## src/rtl/serial_rx.sv

```systemverilog
// serial_rx: 16x-oversampling UART receiver (8 data bits, odd parity, 1 stop).
// Delivers each byte with parity/frame status through a valid/ack handshake.
module serial_rx #(
  parameter int CLK_FREQ = 100000000,
  parameter int BAUD     = 115200
) (
  input  logic       clk,
  input  logic       rst,
  input  logic       rx_in,
  input  logic       rx_ack,
  output logic [7:0] data,
  output logic       rx_valid,
  output logic       parity_err,
  output logic       frame_err,
  output logic       overrun_err,
  output logic       rx_busy
);

  localparam int DIV = CLK_FREQ / (BAUD * 16);
  localparam int DW  = (DIV > 1) ? $clog2(DIV) : 1;

  typedef enum logic [2:0] {IDLE, START, DATA, PARITY, STOP} state_t;

  state_t        state, state_nx;
  logic          rx_m, rx_s;
  logic [DW-1:0] div_cnt;
  logic          tick;
  logic [3:0]    smp;
  logic [2:0]    idx;
  logic [7:0]    shift;
  logic          par_bit;

  logic start_det, smp_clr, smp_inc, shift_en, par_en, done;

  // Two-flop synchronizer for the asynchronous line; idles high
  always_ff @(posedge clk) begin
    if (rst) begin
      rx_m <= 1'b1;
      rx_s <= 1'b1;
    end else begin
      rx_m <= rx_in;
      rx_s <= rx_m;
    end
  end

  assign tick = (div_cnt == DW'(DIV - 1));

  // Free-running oversample divider: one tick every DIV clocks
  always_ff @(posedge clk) begin
    if (rst || tick) div_cnt <= '0;
    else             div_cnt <= div_cnt + DW'(1);
  end

  // State register
  always_ff @(posedge clk) begin
    if (rst) state <= IDLE;
    else     state <= state_nx;
  end

  // Next-state and per-tick control strobes; smp wraps 15->0 in the 16-tick bit states
  always_comb begin
    state_nx  = state;
    start_det = 1'b0;
    smp_clr   = 1'b0;
    smp_inc   = 1'b0;
    shift_en  = 1'b0;
    par_en    = 1'b0;
    done      = 1'b0;
    if (tick) begin
      case (state)
        IDLE: begin
          if (!rx_s) begin
            state_nx  = START;
            start_det = 1'b1;
            smp_clr   = 1'b1;
          end
        end
        START: begin
          if (smp == 4'd7) begin
            smp_clr  = 1'b1;
            state_nx = rx_s ? IDLE : DATA;
          end else begin
            smp_inc = 1'b1;
          end
        end
        DATA: begin
          smp_inc = 1'b1;
          if (smp == 4'd15) begin
            shift_en = 1'b1;
            if (idx == 3'd7) state_nx = PARITY;
          end
        end
        PARITY: begin
          smp_inc = 1'b1;
          if (smp == 4'd15) begin
            par_en   = 1'b1;
            state_nx = STOP;
          end
        end
        STOP: begin
          smp_inc = 1'b1;
          if (smp == 4'd15) begin
            done     = 1'b1;
            state_nx = IDLE;
          end
        end
        default: state_nx = IDLE;
      endcase
    end
  end

  // Sample counter, bit index, shift register and parity capture
  always_ff @(posedge clk) begin
    if (rst) begin
      smp     <= '0;
      idx     <= '0;
      shift   <= '0;
      par_bit <= 1'b0;
    end else begin
      if (smp_clr)      smp <= '0;
      else if (smp_inc) smp <= smp + 4'd1;
      if (start_det)    idx <= '0;
      else if (shift_en) idx <= idx + 3'd1;
      if (shift_en)     shift[idx] <= rx_s;
      if (par_en)       par_bit <= rx_s;
    end
  end

  // Output register and handshake; completion with a same-clock ack counts as a clean handoff
  always_ff @(posedge clk) begin
    if (rst) begin
      data        <= '0;
      rx_valid    <= 1'b0;
      parity_err  <= 1'b0;
      frame_err   <= 1'b0;
      overrun_err <= 1'b0;
    end else if (done) begin
      data       <= shift;
      parity_err <= ~(^shift ^ par_bit);
      frame_err  <= ~rx_s;
      rx_valid   <= 1'b1;
      if (rx_valid && !rx_ack) overrun_err <= 1'b1;
      else if (rx_valid)       overrun_err <= 1'b0;
    end else if (rx_valid && rx_ack) begin
      rx_valid    <= 1'b0;
      overrun_err <= 1'b0;
    end
  end

  assign rx_busy = (state != IDLE);

endmodule

```

## config.mk

```make
export PLATFORM = sky130hd
export DESIGN_NAME = serial_rx
export DESIGN_NICKNAME = d
export VERILOG_FILES = /design/src/rtl/serial_rx.sv
export SDC_FILE = /design/constraint.sdc
export NUM_CORES = 1
export LEC_CHECK = 0
export BUFFER_PORTS_ARGS = -buffer_cell sky130_fd_sc_hd__buf_2
export CAP_MARGIN = 20
export CORE_ASPECT_RATIO = 1.1
export CORE_MARGIN = 2
export CORE_UTILIZATION = 55
export CTS_CLUSTER_SIZE = 28
export DETAILED_ROUTE_END_ITERATION = 10
export PLACE_DENSITY = 0.72
export SLEW_MARGIN = 10
export SYNTH_ARGS = -nofsm -noshare
export SYNTH_HDL_FRONTEND = slang
export SYNTH_SLANG_ARGS = --single-unit
export TNS_END_PERCENT = 5
```

## constraint.sdc

```tcl
create_clock -name clk -period 5 [get_ports clk]
set_clock_uncertainty 0.15 [all_clocks]
set_input_delay 0.5 -clock clk [delete_from_list [all_inputs] [get_ports clk]]
set_output_delay 0.5 -clock clk [all_outputs]
set_load 0.01 [all_outputs]
```

==> implementation parameters <==
Parameter                              Value

Outcome
  Status    complete, no violations

Power and ir drop
  Leak pwr    0.000899 uW
  VDD IR max    between 0.0003 and 0.0004 V
  Power, Total    about 600 uW
  Power per unit of standard cell area    around 290 nW/um2

Global route
  Pin count of the biggest net entering global routing    36
  First-pass GRT wire length    around 6.6 mm
  Total congestion overflow    0
  Via count of the first global-routing pass    1479
  Antenna violations before repair    0
  GRT Resource Usage Total    0.222

Timing
  TNS Setup    0 ns
  Top achievable clock speed    a little under 0.5 GHz
  Headroom to the max-slew limit    0.527
  Min Tclk post-route    a little over 2 ns
  Final Hold Violating Endpoints    0
  Final slew viol count    0
  RSZ-0062 raised after global routing    no
  Number of setup violations in the final report    0
  Final period util    0.413
  Actual transition at the worst max-transition pin    between 0.7 and 0.8 ns

Placed design
  Final HPWL from detailed placement    2.63 mm
  Weighted congestion at the end of routability-driven global placement    about 0.80
  Count of buffers from port buffering    16

CTS
  Num Clock Sinks    39
  Number of buffers added to fix hold violations after cts    0
  Number of resized instances in the post-cts repair step    0
  Clock transition at the registers of the reported paths    between 0.1 and 0.15 ns
  Root buffer cell    sky130_fd_sc_hd__clkbuf_4
  TritonCTS clock tree    yes
  Skew-Pair Late Insertion Delay    about 0.34 ns
  Deepest level of the CTS H-tree    2
  Largest buffer count on any clock path    2
  CTS Buf Count    5
  Buffer count from post-CTS setup fixing    0

Synth
  Sequential fraction of the synthesis area    0.407
  Mapped Nets    206
  Yosys synthesis warning count    0
  Top cells by area in the synthesized netlist    sky130_fd_sc_hd__dfxtp_1 41%, sky130_fd_sc_hd__mux2i_1 9.9%, sky130_fd_sc_hd__xnor2_1 3.7%, sky130_fd_sc_hd__nand2b_1 3.6%, sky130_fd_sc_hd__a21oi_1 3.4%
  Avg Inst Size Synth    about 9.7 um2
  Fraction of synthesized cell area taken by the top area cell type    0.407
  Yosys top cell by area    sky130_fd_sc_hd__dfxtp_1
  Unique masters post-synth    44
  Post-synth top flop    sky130_fd_sc_hd__dfxtp_1
  Combined area of all synthesized cells    between 1500 and 2000 um2
  Number of synthesized register bits    39
  Number of enable-type register cells in the synthesized netlist    0
  Synth async-reset ratio    0
  Count of mapped cells out of synthesis    197

Route
  Top layer used by detailed routing    met4
  Routed Wire Length    3.76 mm
  Via count of the routed design    ~1500
  DRC Markers    0
  Met2 Wirelength    ~1.9 mm
  Post-detailed-route via-to-cell ratio    between 5 and 6
  Routed wirelength normalized by instance count    about 15 um
  Initial DRC count    69
  Met3 layer wire length in the routed design    119 um
  Drt first pass iters    4
  Number of nets still failing antenna checks after routing    0
  Routed length on met1    1.71 mm

Critical path
  Cells traversed along the worst timing path    ha_1, nand3_1, nor4_4, mux2i_1, nor2_1
  Worst r2r path cells    5
  Start-to-end type of the worst setup path    flop to flop
  Kind of start point of the critical path    flop
  Arrival time of the worst setup path    roughly 2.1 ns
  Critical path fanouts, max    8
  Launch point of the worst reg-to-reg path    smp[0]
  CP Data Required Time    about 5 ns
  Crit Reg-Reg Endpoint    data[7]
  R2r setup slk    approximately 2.9 ns
  CP Capture Type    flop
  Slowest library cell on the worst path    sky130_fd_sc_hd__nor4_4
  Max incr delay on CP    0.56 ns

Floorplan
  Effective utilization at floorplan    0.576
  Site Rows    22
  CORE AREA    3330 um2
  Total die area    ~4000 um2
  Die height    about 66 um
  Ports    17
  Die width    around 60 um

Layout
  Ratio of cells with drive above 1 in the final layout    0.161
  Layout overhead on the synthesized area    9.01%
  Nets    219
  Final antenna diode count    0

Hold path
  Hold-critical path endpoint    rx_m
  Worst hold path startpoint    rx_in
  Cell count of the worst hold path    2
  Worst hold path class    input pin to flop

Run
  Max-Cap Viols    0
## worst max-delay path: cells and delay by family (launching register included)
| kind | cells | cell delay [ns] |
|---|---|---|
| flip-flops | 1 | 0.38 |
| AND/OR/NAND/NOR | 3 | 0.90 |
| adder cells (fa/ha/maj) | 1 | 0.24 |
| multiplexers | 1 | 0.27 |
## cell families after synthesis
group                      share of synthesized area
AOI/OAI and AO/OA                             0.0842
xor gates and xnor gates                      0.0666
adders and majority gates                     0.0326
buffers and inverters                         0.0437
DFF                                            0.407
muxes                                         0.0992
and+or+nand+nor                                0.266
## through the flow
step / cells / area (um2) / util / setup slack (ns) / hold slack (ns)
floorplan: 197 / 1920 / - / 3.12 / 0.239
global placement: 251 / 1990 / 0.597 / 3.02 / 0.251
detailed placement: 251 / 1990 / 0.597 / 2.94 / 0.250
CTS: 259 / 2090 / 0.627 / 2.91 / 0.180
global route: 259 / 2090 / 0.627 / 2.78 / 0.182
finish: 259 / 2090 / 0.627 / 2.94 / 0.191
## cells in the mapped netlist (all sizes together), types with 2 or more instances
cell type	n
buf	7
or4	3
dfxtp	39
a211oi	2
or3	2
nand2	6
o31ai	2
nor4	4
xnor2	8
or3b	2
a21oi	13
nand2b	11
ha	5
nor3	8
nor2b	2
nor2	14
a31oi	2
o21ai	4
xor2	4
clkbuf	3
nand3	10
or2	2
inv	4
and3	2
nand3b	6
mux2i	19
## cell usage in the layout (no fill, tap or decap), types with 2 or more instances in the layout
cell type                   count
sky130_fd_sc_hd__dfxtp_1       39
sky130_fd_sc_hd__mux2i_1       19
sky130_fd_sc_hd__buf_2         16
sky130_fd_sc_hd__nor2_1        14
sky130_fd_sc_hd__a21oi_1       13
sky130_fd_sc_hd__nand2b_1      11
sky130_fd_sc_hd__nand3_1       10
sky130_fd_sc_hd__nor3_1         8
sky130_fd_sc_hd__xnor2_1        8
sky130_fd_sc_hd__nand2_1        6
sky130_fd_sc_hd__nand3b_1       6
sky130_fd_sc_hd__ha_1           5
sky130_fd_sc_hd__clkbuf_4       5
sky130_fd_sc_hd__inv_1          4
sky130_fd_sc_hd__o21ai_0        4
sky130_fd_sc_hd__xor2_1         4
sky130_fd_sc_hd__and3_1         2
sky130_fd_sc_hd__nor4_4         2
sky130_fd_sc_hd__or3_1          2
sky130_fd_sc_hd__a31oi_1        2
sky130_fd_sc_hd__o31ai_1        2
sky130_fd_sc_hd__or4_1          2
sky130_fd_sc_hd__nor4_1         2
sky130_fd_sc_hd__or2_2          2
sky130_fd_sc_hd__nor2b_1        2
sky130_fd_sc_hd__a211oi_1       2
sky130_fd_sc_hd__bufinv_16      2
## power by group
| part | switching [uW] | internal (uW) | total [uW] |
|---|---|---|---|
| sequential | 4.84 | 314 | 319 |
| combinational | 14.4 | 10.9 | 25.2 |
| clock | 102 | 156 | 258 |
| total | 121 | 481 | 602 |
## metal layers
| layer | track usage | vias up |
|---|---|---|
| met2 | 0.374 | 29 |
| met5 | 0 | - |
| li1 | - | 724 |
| met4 | 0.103 | 0 |
| met3 | 0.0528 | 6 |
| met1 | 0.261 | 693 |
## flip-flops by register name (all words and copies together), names as in the netlist
| signal | count |
|---|---|
| data | 8 |
| shift | 8 |
| div_cnt | 6 |
| smp | 4 |
| idx | 3 |
| state | 3 |
| frame_err | 1 |
| overrun_err | 1 |
| par_bit | 1 |
| parity_err | 1 |
| rx_m | 1 |
| rx_s | 1 |
| rx_valid | 1 |
## area by class of cell
type | count | area (um2)
Multi-Input combinational cell | 144 | 1050
Tap cell | 48 | 60.1
Inverter | 4 | 15.0
Clock inverter | 2 | 60.1
Clock buffer | 6 | 41.3
Sequential cell | 39 | 781
Fill cell | 280 | 1240
Timing Repair Buffer | 16 | 80.1
## worst max-delay path by stage
| stage | start | to |
|---|---|---|
| 2_1_floorplan | smp[0] | data[3] |
| 3_3_place_gp | smp[0] | data[7] |
| 3_5_place_dp | smp[0] | data[7] |
| 4_1_cts | smp[0] | data[1] |
| 5_1_grt | smp[0] | data[1] |
| 6_report | smp[0] | data[7] |
Power figures use the tool's default switching activity.
